File: config.mk
export PLATFORM = sky130hd
export DESIGN_NAME = spi_controller_mode
export DESIGN_NICKNAME = d
export VERILOG_FILES = /design/src/rtl/spi_controller_mode.sv
export SDC_FILE = /design/constraint.sdc
export NUM_CORES = 1
export LEC_CHECK = 0
export ABC_CLOCK_PERIOD_IN_PS = 5300
export BUFFER_PORTS_ARGS = -buffer_cell sky130_fd_sc_hd__clkbuf_2
export CORE_MARGIN = 1.5
export CORE_UTILIZATION = 30
export DETAILED_ROUTE_END_ITERATION = 12
export PLACE_DENSITY_LB_ADDON = 0.3
export SLEW_MARGIN = 15
export SYNTH_ARGS = -nofsm -noshare
export SYNTH_HDL_FRONTEND = slang
export SYNTH_SLANG_ARGS = --single-unit
File: constraint.sdc
create_clock -name clk -period 5.3 [get_ports clk]
set_clock_uncertainty 0.05 [all_clocks]
set_input_delay 0.795 -clock clk [delete_from_list [all_inputs] [get_ports clk]]
set_output_delay 0.795 -clock clk [all_outputs]
set_load 0.1 [all_outputs]
File: src/rtl/spi_controller_mode.sv
// Full-duplex SPI controller: all four CPOL/CPHA modes, programmable SCK divider, N active-low chip selects.
// Optional LSB-first framing is compiled in with `define SPI_CTRL_LSB_FIRST_EN (adds the lsb_first input).
module spi_controller_mode #(
    parameter int DATA_WIDTH = 8,
    parameter int CS_COUNT   = 4,
    parameter int CS_SEL_W   = 2,
    parameter int DIV_WIDTH  = 8,
    parameter int CNT_WIDTH  = 5
) (
    input  logic                  clk,
    input  logic                  rst,
    input  logic                  start,
    output logic                  ready,
    input  logic [DATA_WIDTH-1:0] tx_data,
    input  logic [CS_SEL_W-1:0]   cs_sel,
    input  logic                  cpol,
    input  logic                  cpha,
    input  logic [DIV_WIDTH-1:0]  clk_div,
`ifdef SPI_CTRL_LSB_FIRST_EN
    input  logic                  lsb_first,
`endif
    output logic [DATA_WIDTH-1:0] rx_data,
    output logic                  rx_valid,
    output logic                  SCK,
    output logic                  COPI,
    input  logic                  CIPO,
    output logic [CS_COUNT-1:0]   CS_out
);

    typedef enum logic [1:0] {
        IDLE  = 2'd0,
        SETUP = 2'd1,
        XFER  = 2'd2,
        HOLD  = 2'd3
    } state_t;

    localparam logic [CNT_WIDTH-1:0] LAST_EDGE = CNT_WIDTH'(2 * DATA_WIDTH);
    localparam logic [DIV_WIDTH:0]   DIV_ONE   = (DIV_WIDTH + 1)'(1);

    state_t                state_q, state_d;
    logic [DIV_WIDTH:0]    halfPer_q, halfPer_d;
    logic [DIV_WIDTH:0]    divCnt_q, divCnt_d;
    logic [CNT_WIDTH-1:0]  edgeCnt_q, edgeCnt_d;
    logic                  cpol_q, cpol_d;
    logic                  cpha_q, cpha_d;
    logic                  lsbFirst_q, lsbFirst_d;
    logic [DATA_WIDTH-1:0] txShift_q, txShift_d;
    logic [DATA_WIDTH-1:0] rxShift_q, rxShift_d;
    logic [DATA_WIDTH-1:0] rxData_q, rxData_d;
    logic                  rxValid_q, rxValid_d;
    logic                  sck_q, sck_d;
    logic                  copi_q, copi_d;
    logic [CS_COUNT-1:0]   cs_q, cs_d;

    logic                  lsbFirstIn;
    logic [CS_COUNT-1:0]   csDecode;
    logic [CNT_WIDTH-1:0]  nextEdge;
    logic                  lastTick;
    logic                  leadingEdge;
    logic                  doToggle;
    logic                  txBit;
    logic [DATA_WIDTH-1:0] txShifted;

`ifdef SPI_CTRL_LSB_FIRST_EN
    assign lsbFirstIn = lsb_first;
`else
    assign lsbFirstIn = 1'b0;
`endif

    // Out-of-range selects leave every line deasserted; the frame still runs.
    always_comb begin
        csDecode = '1;
        for (int i = 0; i < CS_COUNT; i++) begin
            if (32'(cs_sel) == i) begin
                csDecode[i] = 1'b0;
            end
        end
    end

    always_ff @(posedge clk or negedge rst) begin
        if (!rst) begin
            state_q    <= IDLE;
            halfPer_q  <= DIV_ONE;
            divCnt_q   <= '0;
            edgeCnt_q  <= '0;
            cpol_q     <= 1'b0;
            cpha_q     <= 1'b0;
            lsbFirst_q <= 1'b0;
            txShift_q  <= '0;
            rxShift_q  <= '0;
            rxData_q   <= '0;
            rxValid_q  <= 1'b0;
            sck_q      <= 1'b0;
            copi_q     <= 1'b0;
            cs_q       <= '1;
        end else begin
            state_q    <= state_d;
            halfPer_q  <= halfPer_d;
            divCnt_q   <= divCnt_d;
            edgeCnt_q  <= edgeCnt_d;
            cpol_q     <= cpol_d;
            cpha_q     <= cpha_d;
            lsbFirst_q <= lsbFirst_d;
            txShift_q  <= txShift_d;
            rxShift_q  <= rxShift_d;
            rxData_q   <= rxData_d;
            rxValid_q  <= rxValid_d;
            sck_q      <= sck_d;
            copi_q     <= copi_d;
            cs_q       <= cs_d;
        end
    end

    // Every phase is a whole number of H-cycle segments; an SCK toggle opens each XFER segment.
    always_comb begin
        state_d    = state_q;
        halfPer_d  = halfPer_q;
        divCnt_d   = divCnt_q;
        edgeCnt_d  = edgeCnt_q;
        cpol_d     = cpol_q;
        cpha_d     = cpha_q;
        lsbFirst_d = lsbFirst_q;
        txShift_d  = txShift_q;
        rxShift_d  = rxShift_q;
        rxData_d   = rxData_q;
        rxValid_d  = 1'b0;
        sck_d      = sck_q;
        copi_d     = copi_q;
        cs_d       = cs_q;
        doToggle   = 1'b0;

        lastTick    = ((divCnt_q + DIV_ONE) == halfPer_q);
        nextEdge    = edgeCnt_q + CNT_WIDTH'(1);
        leadingEdge = nextEdge[0];
        txBit       = lsbFirst_q ? txShift_q[0] : txShift_q[DATA_WIDTH-1];
        txShifted   = lsbFirst_q ? (txShift_q >> 1) : (txShift_q << 1);

        case (state_q)
            IDLE: begin
                sck_d     = cpol;
                copi_d    = 1'b0;
                divCnt_d  = '0;
                edgeCnt_d = '0;
                if (start) begin
                    state_d    = SETUP;
                    halfPer_d  = {1'b0, clk_div} + DIV_ONE;
                    cpol_d     = cpol;
                    cpha_d     = cpha;
                    lsbFirst_d = lsbFirstIn;
                    cs_d       = csDecode;
                    rxShift_d  = '0;
                    // With cpha=0 the peripheral samples on the first edge, so bit one must already be out.
                    if (cpha) begin
                        txShift_d = tx_data;
                    end else begin
                        copi_d    = lsbFirstIn ? tx_data[0] : tx_data[DATA_WIDTH-1];
                        txShift_d = lsbFirstIn ? (tx_data >> 1) : (tx_data << 1);
                    end
                end
            end
            SETUP: begin
                sck_d = cpol_q;
                if (lastTick) begin
                    divCnt_d = '0;
                    doToggle = 1'b1;
                    state_d  = XFER;
                end else begin
                    divCnt_d = divCnt_q + DIV_ONE;
                end
            end
            XFER: begin
                if (lastTick) begin
                    divCnt_d = '0;
                    if (edgeCnt_q == LAST_EDGE) begin
                        state_d = HOLD;
                    end else begin
                        doToggle = 1'b1;
                    end
                end else begin
                    divCnt_d = divCnt_q + DIV_ONE;
                end
            end
            HOLD: begin
                sck_d = cpol_q;
                if (lastTick) begin
                    state_d   = IDLE;
                    divCnt_d  = '0;
                    edgeCnt_d = '0;
                    cs_d      = '1;
                    copi_d    = 1'b0;
                    rxData_d  = rxShift_q;
                    rxValid_d = 1'b1;
                end else begin
                    divCnt_d = divCnt_q + DIV_ONE;
                end
            end
            default: begin
                state_d = IDLE;
            end
        endcase

        if (doToggle) begin
            sck_d     = ~sck_q;
            edgeCnt_d = nextEdge;
            if (leadingEdge ^ cpha_q) begin
                rxShift_d = lsbFirst_q ? {CIPO, rxShift_q[DATA_WIDTH-1:1]}
                                       : {rxShift_q[DATA_WIDTH-2:0], CIPO};
            end else if (cpha_q || (nextEdge != LAST_EDGE)) begin
                copi_d    = txBit;
                txShift_d = txShifted;
            end
        end
    end

    assign ready    = (state_q == IDLE);
    assign rx_data  = rxData_q;
    assign rx_valid = rxValid_q;
    assign SCK      = sck_q;
    assign COPI     = copi_q;
    assign CS_out   = cs_q;

endmodule

==> run_results.csv, run 1 <==
group,metric,value,unit
outcome,outcome,"finished, final reports clean",
worst_hold_path,min_path_type,"flop to flop",
die,core_area,9910,um2
logic_synthesis,yosys_warnings,0,
logic_synthesis,synth_nets,358,
timing,rsz0062_at_grt,"false",
global_route,grt_pass1_wl,11100,um
timing,drv_slew,0,
logic_synthesis,synthFlopType,"dfrtp_1",
worst_setup_path,arrival,3270,ps
final_layout,n_antenna_cell,0,
global_route,grt_max_degree,59,
drt,postRouteAntennaNets,0,
timing,min_period,3090,ps
drt,drc,0,
final_layout,drive_gt1_share,19.9,%
die,die_h,105,um
final_layout,final_area,3630,um2
logic_synthesis,yosysUniqueCellTypes,53,
worst_setup_path,r2r_cells,7,
global_route,antenna_found_initial,0,
worst_hold_path,min_delay_path_depth,2,
worst_setup_path,worstSetupPathType,"flop to flop",
die,rows,36,
clocking,cts_setup_buffers,0,
clocking,clock_latency,340,ps
worst_setup_path,crit_chain,"ha_1 -> nand3_2 -> or4bb_1 -> o211ai_2 -> o211ai_1 -> or3_1 -> a31o_1",
flow_run,cap_violations,0,
clocking,clockBufferDepth,2,
placement,portBuffers,39,
drt,via_per_inst,4.70,
die,die_width,105,um
die,initial_core_util,31.3,%
logic_synthesis,async_flop_share,100,%
drt,wl,6170,um
die,die-area,11000,um2
clocking,ctsResizeCount,0,
worst_setup_path,worstPathMaxFanout,16,
final_layout,post-route-util,36.6,%
clocking,hold_buffers,0,
clocking,cts_root_buf,"clkbuf_8",
timing,fmax,0.324,GHz
timing,tightest_slew,984,ps
worst_setup_path,crit_path_start_kind,"flop",
timing,setup_viol_count_final,0,
final_layout,area_delta_synth_final,16.8,%
timing,setup_ws,2210,ps
timing,hold_viol_final,0,
worst_setup_path,cp_slowest_cell,"or3_1",
worst_setup_path,cpPeakStageDelay,720,ps
drt,drt_iter0_drc,120,
logic_synthesis,synth_edf_count,0,
worst_setup_path,endpoint_kind,"flop",
final_layout,n_fill_cell,1050,
placement,dp_slack,2230,ps
drt,vias,2350,
global_route,first_global_vias,2377,
placement,hpwl,4360,um
power_and_ir_drop,power_leakage,1.61,nW
worst_setup_path,required,5480,ps
logic_synthesis,synthCells,324,
clocking,cts_tree,"yes",
final_layout,nets,396,
timing,finalCritPeriodShare,58.3,%
logic_synthesis,synth_area_per_cell,9.58,um2
clocking,cts_made_buffers,9,
power_and_ir_drop,vdd_drop_max,0.120,mV
final_layout,regArea,1460,um2
global_route,grt_usage,12.4,%
timing,worst_slew_margin_rel,34.1,%
logic_synthesis,seq_area_frac_synth,47.0,%
logic_synthesis,synth.ff_latch_count,58,
placement,placed_cell_area,3400,um2
global_route,grt_overflow_total,0,
clocking,h-tree-depth,3,
power_and_ir_drop,powerDensity,259,nW/um2
final_layout,multi_input_area,1500,um2
logic_synthesis,synth_area,3100,um2
timing,totalNegativeSetupSlack,0,ps
placement,gp_congestion,0.756,
drt,first_pass_iters,4,
clocking,clk_pin_slew,80,ps
drt,wl_per_cell,12.3,um
clocking,cts_num_sinks,58,
die,io_pins,40,
cell families after synthesis:
group                      synth area share [%]
AOI/OAI and AO/OA                          15.0
xor gates and xnor gates                   7.42
adders and majority gates                  4.03
buffers and inverters                      4.76
DFF                                        47.0
muxes                                      4.03
and+or+nand+nor                            17.9
power by group:
| group | switching [mW] | leakage, nW | internal [mW] |
|---|---|---|---|
| Sequential | 0.000201 | 0.724 | 0.443 |
| Clock | 0.186 | 0.109 | 0.278 |
| Combinational | 0.0202 | 0.776 | 0.0124 |
| Total | 0.206 | 1.61 | 0.734 |
layout by cell type (no fill, tap or decap), types with 4 or more instances in the layout:
master,n
nor3_1,4
o21ai_0,30
dfrtp_1,53
ha_1,10
xnor2_1,12
or3_1,4
mux2i_1,8
mux2_2,4
clkbuf_8,10
a31o_1,7
clkbuf_2,39
dfstp_2,5
a21oi_1,13
nand3_1,11
nor2_1,37
xor2_1,9
nand2_1,39
inv_1,18
cell usage after synthesis, types with 2 or more instances:
cell type / instances / share of area (%)
or3_1: 4 / 0.81
inv_1: 18 / 2.2
nand2_1: 39 / 4.7
clkbuf_1: 9 / 1.1
ha_1: 10 / 4.0
a31o_1: 7 / 2.0
nand2b_1: 3 / 0.60
and3_1: 3 / 0.60
nor3_1: 4 / 0.64
xor2_1: 9 / 2.5
a31oi_1: 2 / 0.40
nand3_2: 2 / 0.64
mux2i_1: 8 / 2.6
a21oi_1: 13 / 2.1
a221oi_1: 2 / 0.56
a211o_1: 2 / 0.56
dfrtp_1: 53 / 43
xnor2_1: 12 / 3.4
buf_6: 3 / 1.1
o22a_1: 2 / 0.56
mux2_2: 4 / 1.5
o21ai_0: 30 / 4.8
dfstp_2: 5 / 4.2
nor2_1: 37 / 4.5
nand4_1: 2 / 0.40
o211ai_1: 3 / 0.73
or2_1: 2 / 0.40
nand3_1: 11 / 1.8
state kept, by name, summed over array words and instances, names as in the netlist:
| signal | flops |
|---|---|
| cpha_q | 1 |
| state_q | 2 |
| edgeCnt_q | 5 |
| cpol_q | 1 |
| rx_valid | 1 |
| rx_data | 8 |
| COPI | 1 |
| CS_out | 4 |
| txShift_q | 8 |
| rxShift_q | 8 |
| SCK | 1 |
| halfPer_q | 9 |
| divCnt_q | 9 |
worst max-delay path: cells and delay by family, from the launching register on:
kind                       cells  cell delay (ps)
AOI/OAI and AO/OA              3              780
adders and majority gates      1              280
DFF                            1              440
and+or+nand+nor                3             1440
metal layers:
metal | routed length [um] | vias to the layer above | global-route usage (%) | part of all wire, %
met2 | 2750 | 46 | 18.6 | 45
met1 | 3100 | 1102 | 17.0 | 50
met4 | 47 | 0 | 5.87 | 0.76
met3 | 269 | 8 | 2.56 | 4.4
met5 | 0 | - | 0 | 0
li1 | - | 1194 | - | -
worst paths after layout:
path / startpoint / endpoint / slack [ps]
max in group asynchronous: rst / edgeCnt_q[4] / 4160
hold / removal: txShift_q[3] / txShift_q[4] / 430
hold reg to reg: txShift_q[3] / txShift_q[4] / 430
min in group asynchronous: rst / cpha_q / 560
setup reg to reg: divCnt_q[0] / rxShift_q[4] / 2210
setup / recovery: divCnt_q[0] / rxShift_q[4] / 2210
cell type report:
cell class              count  share of cell area [%]
clock inverters             6                    2.45
well taps                 133                    4.59
flip-flops and latches     58                    40.2
repair buffers             41                    5.80
multi-input cells         234                    41.3
inverters                  18                    1.86
clock buffers              10                    3.79
through the flow:
| stage | total power, mW | cells | hold slack (ps) |
|---|---|---|---|
| floorplan | 0.462 | 324 | 400 |
| global placement | 0.485 | 484 | 409 |
| detailed placement | 0.485 | 484 | 417 |
| CTS | 0.955 | 500 | 439 |
| global route | 0.978 | 500 | 463 |
| finish | 0.940 | 500 | 432 |
Note: power is estimated with default switching activity, not from simulation.
==> run 2, diff against run 1 <==
--- a/config.mk
+++ b/config.mk
@@ -5,7 +5,7 @@
 export SDC_FILE = /design/constraint.sdc
 export NUM_CORES = 1
 export LEC_CHECK = 0
-export ABC_CLOCK_PERIOD_IN_PS = 5300
+export ABC_CLOCK_PERIOD_IN_PS = 3130
 export BUFFER_PORTS_ARGS = -buffer_cell sky130_fd_sc_hd__clkbuf_2
 export CORE_MARGIN = 1.5
 export CORE_UTILIZATION = 30
==> constraint.sdc (replaced) <==
create_clock -name clk -period 3.13 [get_ports clk]
set_clock_uncertainty 0.05 [all_clocks]
set_input_delay 0.4695 -clock clk [delete_from_list [all_inputs] [get_ports clk]]
set_output_delay 0.4695 -clock clk [all_outputs]
set_load 0.1 [all_outputs]
==> run_results.csv, run 2 (synthesis results as in run 1) <==
group,metric,value,unit
outcome,outcome,"finished, final reports clean",
timing,min_period,2850,ps
worst_setup_path,r2r-end,"rxShift_q[4]",
final_layout,largestRegisters,"divCnt_q: 9 flops, halfPer_q: 9 flops",
global_route,grt_pass1_wl,10700,um
clocking,cts_setup_buffers,0,
global_route,antenna_found_initial,0,
drt,postRouteAntennaNets,0,
worst_setup_path,crit_path_start_kind,"flop",
die,core_area,9910,um2
drt,wl,6190,um
worst_setup_path,arrival,3020,ps
flow_run,cap_violations,0,
worst_setup_path,worstSetupPathType,"flop to flop",
timing,totalNegativeSetupSlack,0,ps
timing,finalCritPeriodShare,91.0,%
drt,first_pass_iters,4,
clocking,ctsResizeCount,0,
drt,vias,2357,
power_and_ir_drop,p_int,1.24,mW
clocking,clk_pin_slew,70,ps
global_route,first_global_vias,2286,
timing,fmax,0.351,GHz
final_layout,n_antenna_cell,0,
timing,hold_viol_final,0,
final_layout,area_delta_synth_final,17.6,%
placement,portBuffers,39,
clocking,clockBufferDepth,2,
final_layout,layout_commonest_cell,"dfrtp_1",
drt,drt_iter0_drc,108,
final_layout,post-route-util,36.8,%
clocking,h-tree-depth,3,
die,initial_core_util,31.3,%
die,die-area,11000,um2
worst_setup_path,endpoint_kind,"flop",
drt,via_per_inst,4.69,
worst_setup_path,rrSetupSlack,280,ps
die,die_width,105,um
power_and_ir_drop,power.share.sequential,47.1,%
worst_setup_path,crit-reg2reg-launch,"divCnt_q[0]",
timing,rsz0062_at_grt,"false",
die,rows,36,
placement,gp_congestion,0.772,
die,die_h,105,um
die,io_pins,40,
global_route,grt_usage,12.3,%
placement,hpwl,4380,um
final_layout,final_cell_mix,"53 x dfrtp_1, 39 x nand2_1, 39 x clkbuf_2",
clocking,hold_buffers,0,
power_and_ir_drop,switching_power,0.352,mW
worst_hold_path,min_path_type,"primary input to async pin",
drt,wl_per_cell,12.3,um
power_and_ir_drop,power,1.59,mW
clocking,cts_root_buf,"clkbuf_8",
global_route,grt_max_degree,59,
clocking,clock_latency,340,ps
final_layout,n_fill_cell,1030,
timing,setup_viol_count_final,0,
drt,drc,0,
power_and_ir_drop,p_clk_share,49.4,%
worst_setup_path,required,3300,ps
clocking,cts_made_buffers,9,
worst_setup_path,r2r_cells,7,
clocking,cts_num_sinks,58,
power_and_ir_drop,powerDensity,437,nW/um2
final_layout,nets,399,
clocking,cts_tree,"yes",
global_route,grt_overflow_total,0,
timing,worst_slew_margin_rel,51.6,%
power_and_ir_drop,vdd_drop_max,0.180,mV
timing,drv_slew,0,
power_and_ir_drop,power_leakage,1.62,nW
timing,tightest_slew,726,ps
final_layout,drive_gt1_share,20.5,%
power_and_ir_drop,combPwrFrac,3.5,%
worst_setup_path,worstPathMaxFanout,16,
power_and_ir_drop,swShare,22.1,%
## run 2: changes by cell type in the layout (fill, tap and decap cells not counted)
cell | previous run | this run
buf_4 | 2 | 5
## run 2: worst max path at each step
stage / from / end / slack [ps] / cells past startpoint
final: divCnt_q[0] / rxShift_q[4] / 280 / 7
after global routing: divCnt_q[0] / rxShift_q[4] / 10 / 7
after CTS: divCnt_q[0] / rxShift_q[4] / 290 / 7
after detailed placement: divCnt_q[0] / rxShift_q[4] / 300 / 7
after global placement: divCnt_q[0] / rxShift_q[2] / 370 / 7
after floorplan: divCnt_q[0] / rxShift_q[0] / 620 / 9
## run 2: per-stage QoR
step	instances	cell area, um2	hold slack, ps	setup slack, ps
floorplan	324	3100	124	622
global placement	487	3420	410	372
detailed placement	487	3420	422	305
CTS	503	3650	250	286
global route	503	3650	260	12.2
finish	503	3650	226	282
## run 2: power groups by stage
stage	registers, mW	logic, mW	clock network, mW
floorplan	0.765	0.0172	0
global placement	0.765	0.0570	0
detailed placement	0.765	0.0575	0
CTS	0.750	0.0576	0.812
global route	0.750	0.0641	0.847
finish	0.751	0.0552	0.788
## run 2: layer usage
metal | track usage, % | vias to the layer above | routed length (um) | share of wire (%)
met4 | 5.58 | 0 | 118 | 1.9
li1 | - | 1195 | - | -
met2 | 18.8 | 34 | 2880 | 46
met1 | 15.9 | 1116 | 2950 | 48
met3 | 3.74 | 12 | 246 | 4.0
met5 | 0 | - | 0 | 0
## run 2: area by class of cell
| cell class | instances | area, um2 | share of cell area [%] |
|---|---|---|---|
| clock buffer | 10 | 138 | 3.77 |
| clock inverter | 6 | 88.8 | 2.43 |
| timing repair buffer | 44 | 233 | 6.38 |
| inverter | 18 | 67.6 | 1.85 |
| tap | 133 | 166 | 4.56 |
| sequential | 58 | 1460 | 39.9 |
| multi-input combinational | 234 | 1500 | 41.1 |
## run 2: critical path: stages, from the launching register on
cell and delay (ps):
dfrtp_1 430, ha_1 270, nand3_2 180, or4bb_1 530, o211ai_2 90, o211ai_1 210, or3_1 660, a31o_1 310
==> run 3, diff against run 2 <==
--- a/config.mk
+++ b/config.mk
@@ -5,7 +5,7 @@
 export SDC_FILE = /design/constraint.sdc
 export NUM_CORES = 1
 export LEC_CHECK = 0
-export ABC_CLOCK_PERIOD_IN_PS = 3130
+export ABC_CLOCK_PERIOD_IN_PS = 3200
 export BUFFER_PORTS_ARGS = -buffer_cell sky130_fd_sc_hd__clkbuf_2
 export CORE_MARGIN = 1.5
 export CORE_UTILIZATION = 30
==> constraint.sdc (replaced) <==
create_clock -name clk -period 3.2 [get_ports clk]
set_clock_uncertainty 0.05 [all_clocks]
set_input_delay 0.48 -clock clk [delete_from_list [all_inputs] [get_ports clk]]
set_output_delay 0.48 -clock clk [all_outputs]
set_load 0.1 [all_outputs]
==> run_results.csv, run 3 (synthesis results as in run 1) <==
group,metric,value,unit
power_and_ir_drop,combPwrFrac,3.6,%
clocking,h-tree-depth,3,
placement,portBuffers,39,
outcome,outcome,"finished, final reports clean",
power_and_ir_drop,p_int,1.19,mW
power_and_ir_drop,power,1.53,mW
die,core_area,9910,um2
worst_setup_path,arrival,2970,ps
drt,drc,0,
drt,wl_per_cell,12.5,um
timing,setup_viol_count_final,0,
final_layout,n_antenna_cell,0,
timing,totalNegativeSetupSlack,0,ps
timing,fmax,0.364,GHz
final_layout,layout_commonest_cell,"dfrtp_1",
power_and_ir_drop,powerDensity,420,nW/um2
clocking,ctsResizeCount,0,
placement,dp.cells,487,
clocking,hold_buffers,0,
timing,worst_slew_margin_rel,63.5,%
final_layout,largestRegisters,"divCnt_q: 9 flops, halfPer_q: 9 flops",
final_layout,drive_gt1_share,20.5,%
worst_setup_path,crit_path_start_kind,"flop",
drt,drt_iter0_drc,109,
worst_setup_path,required,3420,ps
global_route,grt_overflow_total,0,
die,die-area,11000,um2
worst_setup_path,r2r-end,"edgeCnt_q[2]",
final_layout,area_delta_synth_final,17.3,%
power_and_ir_drop,swShare,22.2,%
power_and_ir_drop,power_leakage,1.62,nW
clocking,cts_tree,"yes",
die,die_width,105,um
die,io_pins,40,
drt,vias,2367,
clocking,cts_made_buffers,9,
power_and_ir_drop,vdd_drop_max,0.215,mV
timing,finalCritPeriodShare,85.9,%
placement,hpwl,4540,um
clocking,clockBufferDepth,2,
power_and_ir_drop,power.share.sequential,48.0,%
global_route,grt_pass1_wl,10700,um
global_route,grt_usage,12.2,%
timing,hold_viol_final,0,
worst_setup_path,worstPathMaxFanout,12,
drt,first_pass_iters,4,
timing,rsz0062_at_grt,"false",
clocking,cts_root_buf,"clkbuf_8",
clocking,cts_setup_buffers,0,
timing,drv_slew,0,
drt,wl,6270,um
worst_setup_path,rrSetupSlack,450,ps
final_layout,final_cells,503,
clocking,clk_pin_slew,70,ps
timing,min_period,2750,ps
worst_setup_path,endpoint_kind,"flop",
global_route,antenna_found_initial,0,
drt,via_per_inst,4.71,
flow_run,cap_violations,0,
final_layout,nets,399,
die,initial_core_util,31.3,%
final_layout,n_fill_cell,1017,
drt,postRouteAntennaNets,0,
power_and_ir_drop,p_clk_share,48.5,%
power_and_ir_drop,switching_power,0.340,mW
global_route,first_global_vias,2220,
die,rows,36,
final_layout,final_cell_mix,"53 x dfrtp_1, 39 x nand2_1, 39 x clkbuf_2",
worst_hold_path,min_path_type,"primary input to async pin",
timing,tightest_slew,542,ps
worst_setup_path,worstSetupPathType,"flop to flop",
clocking,clock_latency,340,ps
clocking,cts_num_sinks,58,
placement,gp_congestion,0.758,
die,die_h,105,um
worst_setup_path,crit-reg2reg-launch,"divCnt_q[0]",
global_route,grt_max_degree,40,
worst_setup_path,r2r_cells,9,
==> run 3: cell types whose count changed in the layout (fill, tap and decap cells not counted), sizes merged <==
cell,delta
clkbuf,-1
clkinv,+2
inv,-1
==> run 3: worst max path at each step <==
stage	from	endpoint	slack [ps]	depth (start not counted)
2_1_floorplan	divCnt_q[0]	rxShift_q[0]	690	9
3_5_place_dp	divCnt_q[0]	txShift_q[7]	480	8
3_3_place_gp	divCnt_q[0]	edgeCnt_q[2]	570	9
4_1_cts	divCnt_q[0]	COPI	440	9
5_1_grt	divCnt_q[0]	COPI	170	9
6_report	divCnt_q[0]	edgeCnt_q[2]	450	9
==> run 3: cell type report <==
class | instances | area, um2 | share of cell area [%]
multi-input combinational | 234 | 1500 | 41.2
tap | 133 | 166 | 4.57
timing repair buffer | 44 | 233 | 6.39
inverter | 18 | 67.6 | 1.86
clock inverter | 7 | 93.8 | 2.58
clock buffer | 9 | 124 | 3.40
sequential | 58 | 1460 | 40.0
==> run 3: per-stage QoR <==
| step | worst slack, ps | area [um2] | hold slack [ps] | util, % |
|---|---|---|---|---|
| final | 450 | 3640 | 50.0 | 36.7 |
| after global routing | 171 | 3640 | 68.9 | 36.7 |
| after CTS | 441 | 3640 | 50.0 | 36.7 |
| after detailed placement | 480 | 3420 | 415 | 34.5 |
| after global placement | 572 | 3420 | 412 | 34.5 |
| after floorplan | 692 | 3100 | 134 | - |
==> run 3: power by group through the flow <==
| stage | combinational [mW] | clock (mW) | sequential, mW |
|---|---|---|---|
| 5_1_grt | 0.0624 | 0.799 | 0.734 |
| 3_3_place_gp | 0.0558 | 0 | 0.748 |
| 6_report | 0.0546 | 0.742 | 0.734 |
| 3_5_place_dp | 0.0564 | 0 | 0.748 |
| 4_1_cts | 0.0567 | 0.764 | 0.734 |
| 2_1_floorplan | 0.0168 | 0 | 0.748 |
==> run 3: worst max-delay path, stage by stage, from the launching register on <==
cell and delay [ps]:
dfrtp_1 450, ha_1 270, nand3_2 180, or4bb_1 540
o211ai_2 90, o211ai_1 110, buf_4 200, or2_1 400
o221ai_1 260, a21o_1 140
==> run 3: per-layer routing <==
layer	wire, um	part of all wire, %	vias up	track usage (%)
li1	-	-	1195	-
met1	3140	50	1129	16.5
met2	2830	45	36	18.0
met3	256	4.1	7	4.37
met4	48	0.77	0	4.01
met5	0	0	-	0
